File: config.mk
export PLATFORM = sky130hd
export DESIGN_NAME = seq_restoring_divider
export DESIGN_NICKNAME = d
export VERILOG_FILES = /design/src/rtl/seq_restoring_divider_pkg.sv /design/src/rtl/seq_restoring_divider_addsub_stage.sv /design/src/rtl/seq_restoring_divider.sv
export SDC_FILE = /design/constraint.sdc
export NUM_CORES = 1
export LEC_CHECK = 0
export CORE_UTILIZATION = 25
export CTS_CLUSTER_SIZE = 24
export DETAILED_ROUTE_END_ITERATION = 12
export PLACE_DENSITY = 0.54
export SYNTH_ARGS = -nofsm -noshare
export SYNTH_HDL_FRONTEND = slang
export SYNTH_SLANG_ARGS = --single-unit
File: constraint.sdc
create_clock -name clk -period 1.57 [get_ports clk]
set_input_delay 0.471 -clock clk [delete_from_list [all_inputs] [get_ports clk]]
set_output_delay 0.471 -clock clk [all_outputs]
set_load 0.03 [all_outputs]
File: src/rtl/seq_restoring_divider_pkg.sv
// rtl/seq_restoring_divider_pkg.sv - shared FSM encodings and sizing helper for the divider
package seq_restoring_divider_pkg;

  typedef enum logic [1:0] {
    ST_IDLE = 2'd0,
    ST_RUN  = 2'd1,
    ST_DONE = 2'd2
  } div_state_t;

  // Step counter must hold the value WIDTH itself, hence WIDTH+1.
  function automatic int cnt_width(input int width);
    return $clog2(width + 1);
  endfunction

endpackage

File: src/rtl/seq_restoring_divider_addsub_stage.sv
// rtl/seq_restoring_divider_addsub_stage.sv - shared subtract stage, diff = a + ~b + 1
module div_addsub_stage #(
  parameter int WIDTH = 4
) (
  input  logic [WIDTH:0] a,
  input  logic [WIDTH:0] b,
  output logic [WIDTH:0] diff,
  output logic           neg
);

  always_comb begin
    diff = a + ~b + {{WIDTH{1'b0}}, 1'b1};
    neg  = diff[WIDTH];
  end

endmodule

File: src/rtl/seq_restoring_divider.sv
// rtl/seq_restoring_divider.sv - multi-cycle unsigned restoring divider with start/done handshake
module seq_restoring_divider
  import seq_restoring_divider_pkg::*;
#(
  parameter int WIDTH = 4
) (
  input  logic             clk,
  input  logic             rst,
  input  logic             start,
  input  logic [WIDTH-1:0] dividend,
  input  logic [WIDTH-1:0] divisor,
  output logic             busy,
  output logic             done,
  output logic [WIDTH-1:0] quotient,
  output logic [WIDTH-1:0] remainder,
  output logic             div_by_zero
);

  localparam int CW = cnt_width(WIDTH);

  div_state_t       state, state_next;
  logic [WIDTH:0]   r;
  logic [WIDTH-1:0] q;
  logic [WIDTH-1:0] dreg;
  logic [CW-1:0]    count;

  logic [WIDTH:0]   s;
  logic [WIDTH:0]   diff;
  logic             neg;
  logic [WIDTH:0]   r_step;
  logic [WIDTH-1:0] q_step;
  logic             accept;
  logic             div_zero_in;
  logic             unused_r_msb;

  // A restored partial remainder is always below the divisor, so r[WIDTH] never feeds s.
  assign unused_r_msb = r[WIDTH];

  assign accept      = start && (state == ST_IDLE || state == ST_DONE);
  assign div_zero_in = (divisor == '0);

  div_addsub_stage #(.WIDTH(WIDTH)) u_stage (
    .a    (s),
    .b    ({1'b0, dreg}),
    .diff (diff),
    .neg  (neg)
  );

  always_comb begin
    s      = {r[WIDTH-1:0], q[WIDTH-1]};
    r_step = neg ? s : diff;
    q_step = {q[WIDTH-2:0], ~neg};
  end

  always_comb begin
    state_next = state;
    case (state)
      ST_IDLE: if (start) state_next = div_zero_in ? ST_DONE : ST_RUN;
      ST_RUN:  if (count == CW'(1)) state_next = ST_DONE;
      ST_DONE: begin
        if (start) state_next = div_zero_in ? ST_DONE : ST_RUN;
        else       state_next = ST_IDLE;
      end
      default: state_next = ST_IDLE;
    endcase
  end

  always_ff @(posedge clk) begin
    if (rst) begin
      state       <= ST_IDLE;
      r           <= '0;
      q           <= '0;
      dreg        <= '0;
      count       <= '0;
      quotient    <= '0;
      remainder   <= '0;
      div_by_zero <= 1'b0;
    end else begin
      state <= state_next;
      if (accept) begin
        r           <= '0;
        q           <= dividend;
        dreg        <= divisor;
        count       <= CW'(WIDTH);
        div_by_zero <= div_zero_in;
        if (div_zero_in) begin
          quotient  <= '1;
          remainder <= dividend;
        end
      end else if (state == ST_RUN) begin
        r     <= r_step;
        q     <= q_step;
        count <= count - CW'(1);
        // Results land only on the final step so they stay stable throughout RUN.
        if (count == CW'(1)) begin
          quotient  <= q_step;
          remainder <= r_step[WIDTH-1:0];
        end
      end
    end
  end

  assign busy = (state == ST_RUN);
  assign done = (state == ST_DONE);

endmodule

==> results.ini, run 1 <==
[timing]
hold_ws_ns = 0.458
worst_pin_slew_ns = 0.328
skew_ns = 0.00941
finalCriticalPeriod_ns = 1.75
rsz0062_at_grt = yes
finalSetupViolations = 10
hold_viol = 0
setup_ws_ns = -0.177
slew_headroom = 0.779
drv_slew = 0
setup_tns_ns = -1.18
fmax_ghz = 0.572
min_period_over_period = 1.11

[critical_path]
endpoint_kind = flip-flop
critPathLaunchType = flip-flop
worstSetupPathType = flip-flop to flip-flop
crit_path_max_fanout = 4
crit_arrival_ns = 1.92
cp.required_ns = 1.74

[route]
vias = 1251
drt_iter0_drc = 69
antenna_left = 0
drcViolationCount = 0
first_pass_iters = 4
wl_per_cell_um = 11.9
finalWirelength_um = 3230
avgViaCountPerCell = 4.62

[power]
cellPowerDensity_nw_per_um2 = 942
vdd_drop_max_mv = 0.394
p_leak_nw = 0.806

[layout]
final_util = 0.395
stdcell_area_um2 = 1910
nets = 223
num-fill-cells = 506
multi_input_area_um2 = 802
area.sequential_um2 = 522
drive_gt1_frac = 0.279
syn_to_final_growth_pct = 47.3
diodes = 0
final_cell_mix = nand2_1 (28), buf_4 (28), dfxtp_1 (25)

[floorplanning]
ios = 22
initial_core_util = 0.268
die_width_um = 74.1
core_area_um2 = 4850
dieArea_um2 = 5490
rows = 25
fp.dieH_um = 74.1

[clock_tree]
cts.sinks = 26
htreeDepth = 1
insertion_delay_ns = 0.28
cts_tree = done
clockBufferDepth = 2
cts.clk_slew.worst_paths_ns = 0.10
cts_root_buf = clkbuf_8
cts_buffers = 3

[synth]
synth_edf_count = 0
ys_seq_area_frac = 0.401
synth_cell_types = 35
synth_cells = 159
synth_top_area_frac = 0.401
synth_top_area_cell = dfxtp_1
ys_ff_latch = 26
syn-cell-area_um2 = 1300
async_flop_share = 0
synth_area_leaders = dfxtp_1 (40%), nand2_1 (8.4%), ha_1 (5.8%), a31oi_1 (4.8%), a21oi_1 (4.6%)
synth_warnings = 0
syn-num-nets = 177
synth_area_per_cell_um2 = 8.17
synthFlopType = dfxtp_1

[placed_design]
place_ws_ns = -0.429
placed_cell_area_um2 = 1770
gp_congestion = 0.769
hpwl_um = 2510
portBuffers = 21

[global_route]
grt_pass1_vias = 1206
grt_max_degree = 16
antenna_found_initial = 0
grt-ovfl-total = 0
grt_pass1_wl_um = 5350
grt.total_usage = 0.126

[run_status]
status = complete, but fails checks
violations = negative setup slack

[hold_path]
hold_path_class = flip-flop to flip-flop

[job]
drv_cap = 0

-- cells in the mapped netlist (all sizes together), types with 2 or more instances --
master,count
inv,10
buf,6
and3,2
ha,6
nor3,4
nand2b,4
a31oi,10
nor2,9
nand2,29
o21ai,10
a21boi,2
a21o,2
xnor2,3
nand3,9
a21oi,13
dfxtp,26
a22oi,2
-- metrics by stage --
step / total power, W / std cells
3_5_place_dp: 0.00121 / 263
6_report: 0.00180 / 271
3_3_place_gp: 0.00121 / 263
2_1_floorplan: 0.00102 / 159
4_1_cts: 0.00180 / 267
5_1_grt: 0.00190 / 271
-- cell families (layout without fill, tap and decap cells) --
| kind of cell | Yosys count | in the layout | share of synthesized area |
|---|---|---|---|
| buffers and inverters | 16 | 61 | 0.0501 |
| and+or+nand+nor | 63 | 63 | 0.245 |
| DFF | 26 | 26 | 0.401 |
| xor gates and xnor gates | 4 | 4 | 0.0270 |
| adders and majority gates | 7 | 7 | 0.0732 |
| AOI/OAI and AO/OA | 43 | 43 | 0.204 |
-- area by class of cell --
| class | count | area share |
|---|---|---|
| Timing Repair Buffer | 47 | 0.206 |
| Sequential cell | 26 | 0.273 |
| Inverter | 10 | 0.0209 |
| Clock buffer | 3 | 0.0216 |
| Tap cell | 67 | 0.0438 |
| Multi-Input combinational cell | 117 | 0.419 |
| Clock inverter | 1 | 0.0157 |
-- worst paths after layout --
kind	startpoint	to	slack (ns)	cells past startpoint
worst max-delay path	q[3]	remainder[1]	-0.18	9
worst min register to register	dreg[1]	dreg[1]	0.46	2
worst max register to register	q[3]	remainder[1]	-0.18	9
worst min-delay path	dreg[1]	dreg[1]	0.46	2
-- power by group --
part,leakage [nW],internal [W],switching [W]
Clock,0.0357,0.000341,0.000223
Sequential,0.213,0.000699,0.0000313
Combinational,0.558,0.000244,0.000264
Total,0.806,0.00128,0.000518
-- state kept, by name, summed over array words and instances (netlist names) --
| name | cells |
|---|---|
| remainder | 4 |
| count | 3 |
| state | 2 |
| dreg | 4 |
| r | 4 |
| div_by_zero | 1 |
| quotient | 4 |
| q | 4 |
-- repair_timing --
action / 4_1_cts / 5_1_grt
pin swaps: 7 / 8
resized for setup: 17 / 6
hold buffers: 0 / 0
setup endpoints to repair: 19 / 15
setup buffers: 0 / 4
-- critical path, stage by stage, from the launching register on --
cell	delay [ns]
dfxtp_2	0.34
inv_2	0.06
ha_4	0.13
inv_4	0.03
fa_2	0.36
and3_4	0.19
o21ai_4	0.19
a21boi_2	0.09
o21bai_1	0.19
nand2_1	0.07
-- per-layer routing --
metal,wire [um],global-route usage,up-vias
met5,0,0,-
met4,12,0.0214,0
met3,139,0.0298,2
met2,1400,0.204,25
met1,1670,0.171,583
li1,-,-,641
No activity file was read; power rests on OpenSTA's default activity.
==> inputs of run 2 (changes only) <==
CORE_UTILIZATION = 45   (was 25)
PLACE_DENSITY = 0.81   (was 0.54)
==> run 2 against run 1 <==
Effect of this change: the flow still finishes with violations (negative setup slack); via count increased by 5.5%; setup slack got worse by 0.017 ns; critical path depth decreased by 1; non-clock buffer count decreased by 3; sequential share of layout area increased by 2.1 points; maximum frequency decreased by 0.97%; clock power decreased by 16%; register-to-register slack got worse by 0.02 ns; worst hold slack improved by 0.017 ns; largest cell class unchanged; critical path type unchanged.
==> results.ini, run 2 (synthesis results as in run 1) <==
[layout]
area.sequential_um2 = 524  ; was 522 um^2
final_util = 0.653  ; was 0.395
multi_input_area_um2 = 776  ; was 802 um^2
diodes = 0  ; unchanged
syn_to_final_growth_pct = 37.5  ; was 47.3%
nets = 220  ; was 223
final_common_cell = nand2_1
final_cell_mix = nand2_1 (29), buf_4 (24), dfxtp_1 (23)  ; was nand2_1 (28), buf_4 (28), dfxtp_1 (25)
drive_gt1_frac = 0.279  ; about the same
num-fill-cells = 224  ; was 506
stdcell_area_um2 = 1790  ; was 1910 um^2
final_cells = 232  ; was 271

[route]
antenna_left = 0  ; unchanged
avgViaCountPerCell = 5.69  ; was 4.62
drcViolationCount = 0  ; unchanged
first_pass_iters = 4  ; unchanged
drt_iter0_drc = 54  ; was 69
wl_per_cell_um = 14.8  ; was 11.9 um
finalWirelength_um = 3440  ; was 3230 um
vias = 1320  ; was 1251

[timing]
min_period_over_period = 1.12  ; was 1.11
drv_slew = 0  ; unchanged
slew_headroom = 0.801  ; was 0.779
skew_ns = 0.00342  ; was 0.00941 ns
setup_tns_ns = -1.45  ; was -1.18 ns
hold_viol = 0  ; unchanged
setup_ws_ns = -0.195  ; was -0.177 ns
finalSetupViolations = 10  ; unchanged
fmax_ghz = 0.567  ; was 0.572 GHz
rsz0062_at_grt = yes  ; unchanged
worst_pin_slew_ns = 0.296  ; was 0.328 ns
finalCriticalPeriod_ns = 1.76  ; was 1.75 ns

[power]
p_int_w = 0.00118  ; was 0.00128 W
sw_frac_of_total = 0.304  ; was 0.287
combPwrFrac = 0.290  ; was 0.282
p_leak_nw = 0.736  ; was 0.806 nW
p_seq_frac = 0.432  ; was 0.405
cellPowerDensity_nw_per_um2 = 953  ; was 942 nW/um^2
power_switching_w = 0.000518  ; about the same
clock_power_share = 0.278  ; was 0.313
vdd_drop_max_mv = 0.703  ; was 0.394 mV

[placed_design]
portBuffers = 21  ; unchanged
placed_cells = 226  ; was 263
hpwl_um = 2630  ; was 2510 um
gp_congestion = 0.814  ; was 0.769
placed_cell_area_um2 = 1710  ; was 1770 um^2

[critical_path]
crit_path_max_fanout = 3  ; was 4
crit_path_start = q[3]  ; unchanged
worstSetupEndpoint = remainder[3]  ; was remainder[1]
cp.required_ns = 1.82  ; was 1.74 ns
ff2ff_setup_slack_ns = -0.19  ; was -0.18 ns
r2r_end = remainder[3]  ; was remainder[1]
r2r_cells = 8  ; was 9
endpoint_kind = flip-flop  ; unchanged
critPathLaunchType = flip-flop  ; unchanged
crit-reg2reg-launch = q[3]  ; unchanged
worstSetupPathType = flip-flop to flip-flop  ; unchanged
crit_arrival_ns = 2.02  ; was 1.92 ns

[global_route]
antenna_found_initial = 0  ; unchanged
grt_max_degree = 16  ; unchanged
grt_pass1_wl_um = 5670  ; was 5350 um
grt.total_usage = 0.229  ; was 0.126
grt_pass1_vias = 1302  ; was 1206
grt-ovfl-total = 0  ; unchanged

[floorplanning]
rows = 19  ; was 25
fp.dieH_um = 55.7  ; was 74.1 um
ios = 22  ; unchanged
die_width_um = 55.7  ; was 74.1 um
initial_core_util = 0.475  ; was 0.268
dieArea_um2 = 3100  ; was 5490 um^2
core_area_um2 = 2730  ; was 4850 um^2

[clock_tree]
insertion_delay_ns = 0.33  ; was 0.28 ns
clockBufferDepth = 2  ; unchanged
cts.clk_slew.worst_paths_ns = 0.15  ; was 0.10 ns
cts_buffers = 3  ; unchanged
cts.sinks = 26  ; unchanged
cts_tree = done  ; unchanged
cts_root_buf = clkbuf_4  ; was clkbuf_8
htreeDepth = 1  ; unchanged

[run_status]
status = complete, but fails checks  ; unchanged
violations = negative setup slack  ; unchanged

[job]
drv_cap = 0  ; unchanged

[hold_path]
hold_path.startpoint = dreg[1]  ; unchanged
hold_depth = 2  ; unchanged
hold_path_class = flip-flop to flip-flop  ; unchanged

[run 2: cell types whose count changed in the layout (fill, tap and decap cells not counted), moves of 3 or more]
cell,delta
clkdlybuf4s15_1,+4
dlygate4sd2_1,-9
clkbuf_2,+5
clkbuf_4,+3
buf_4,-4
clkbuf_8,-3
[run 2: layout make-up]
class / count / area share
Clock buffer: 3 / 0.0126
Clock inverter: 1 / 0.0168
Inverter: 10 / 0.0210
Multi-Input combinational cell: 117 / 0.434
Sequential cell: 26 / 0.294
Tap cell: 31 / 0.0217
Timing Repair Buffer: 44 / 0.200
[run 2: worst min path at each step]
stage and end:
2_1_floorplan dreg[1], 5_1_grt dreg[1], 3_5_place_dp dreg[1], 3_3_place_gp div_by_zero, 6_report dreg[1], 4_1_cts dreg[1]
[run 2: power by group through the flow]
stage                     clock [W]  sequential, W  combinational, W
after floorplan                   0       0.000748          0.000276
after global placement            0       0.000743          0.000436
after detailed placement          0       0.000746          0.000458
after CTS                  0.000470       0.000733          0.000475
after global routing       0.000498       0.000740          0.000534
final                      0.000474       0.000735          0.000493
[run 2: layer usage]
metal / share of wire / track usage / vias to the layer above / routed length (um)
li1: - / - / 637 / -
met1: 0.43 / 0.272 / 626 / 1470
met2: 0.51 / 0.411 / 47 / 1760
met3: 0.040 / 0.0256 / 10 / 138
met4: 0.022 / 0.107 / 0 / 77
met5: 0 / 0 / - / 0
[run 2: through the flow]
step | hold WS, ns | total power, W | worst slack (ns)
final | 0.475 | 0.00170 | -0.195
after global routing | 0.504 | 0.00177 | -0.284
after CTS | 0.475 | 0.00168 | -0.194
after detailed placement | 0.456 | 0.00120 | -0.369
after global placement | 0.448 | 0.00118 | -0.312
after floorplan | 0.436 | 0.00102 | -0.0361
[run 2: what timing repair did]
action / in CTS / in global routing
hold endpoints to repair: 0 / 0
setup endpoints to repair: 20 / 20
setup buffers: 1 / 1
gates resized for setup: 14 / 18
hold buffers: 0 / 0
pin swaps: 3 / 3
[run 2: critical path, stage by stage (launching register included)]
cell and delay [ns]:
dfxtp_2 0.36, inv_2 0.06, ha_4 0.12, inv_2 0.03, fa_2 0.36, and3_4 0.18, nor3_4 0.19, o21ai_1 0.11
a311oi_1 0.27
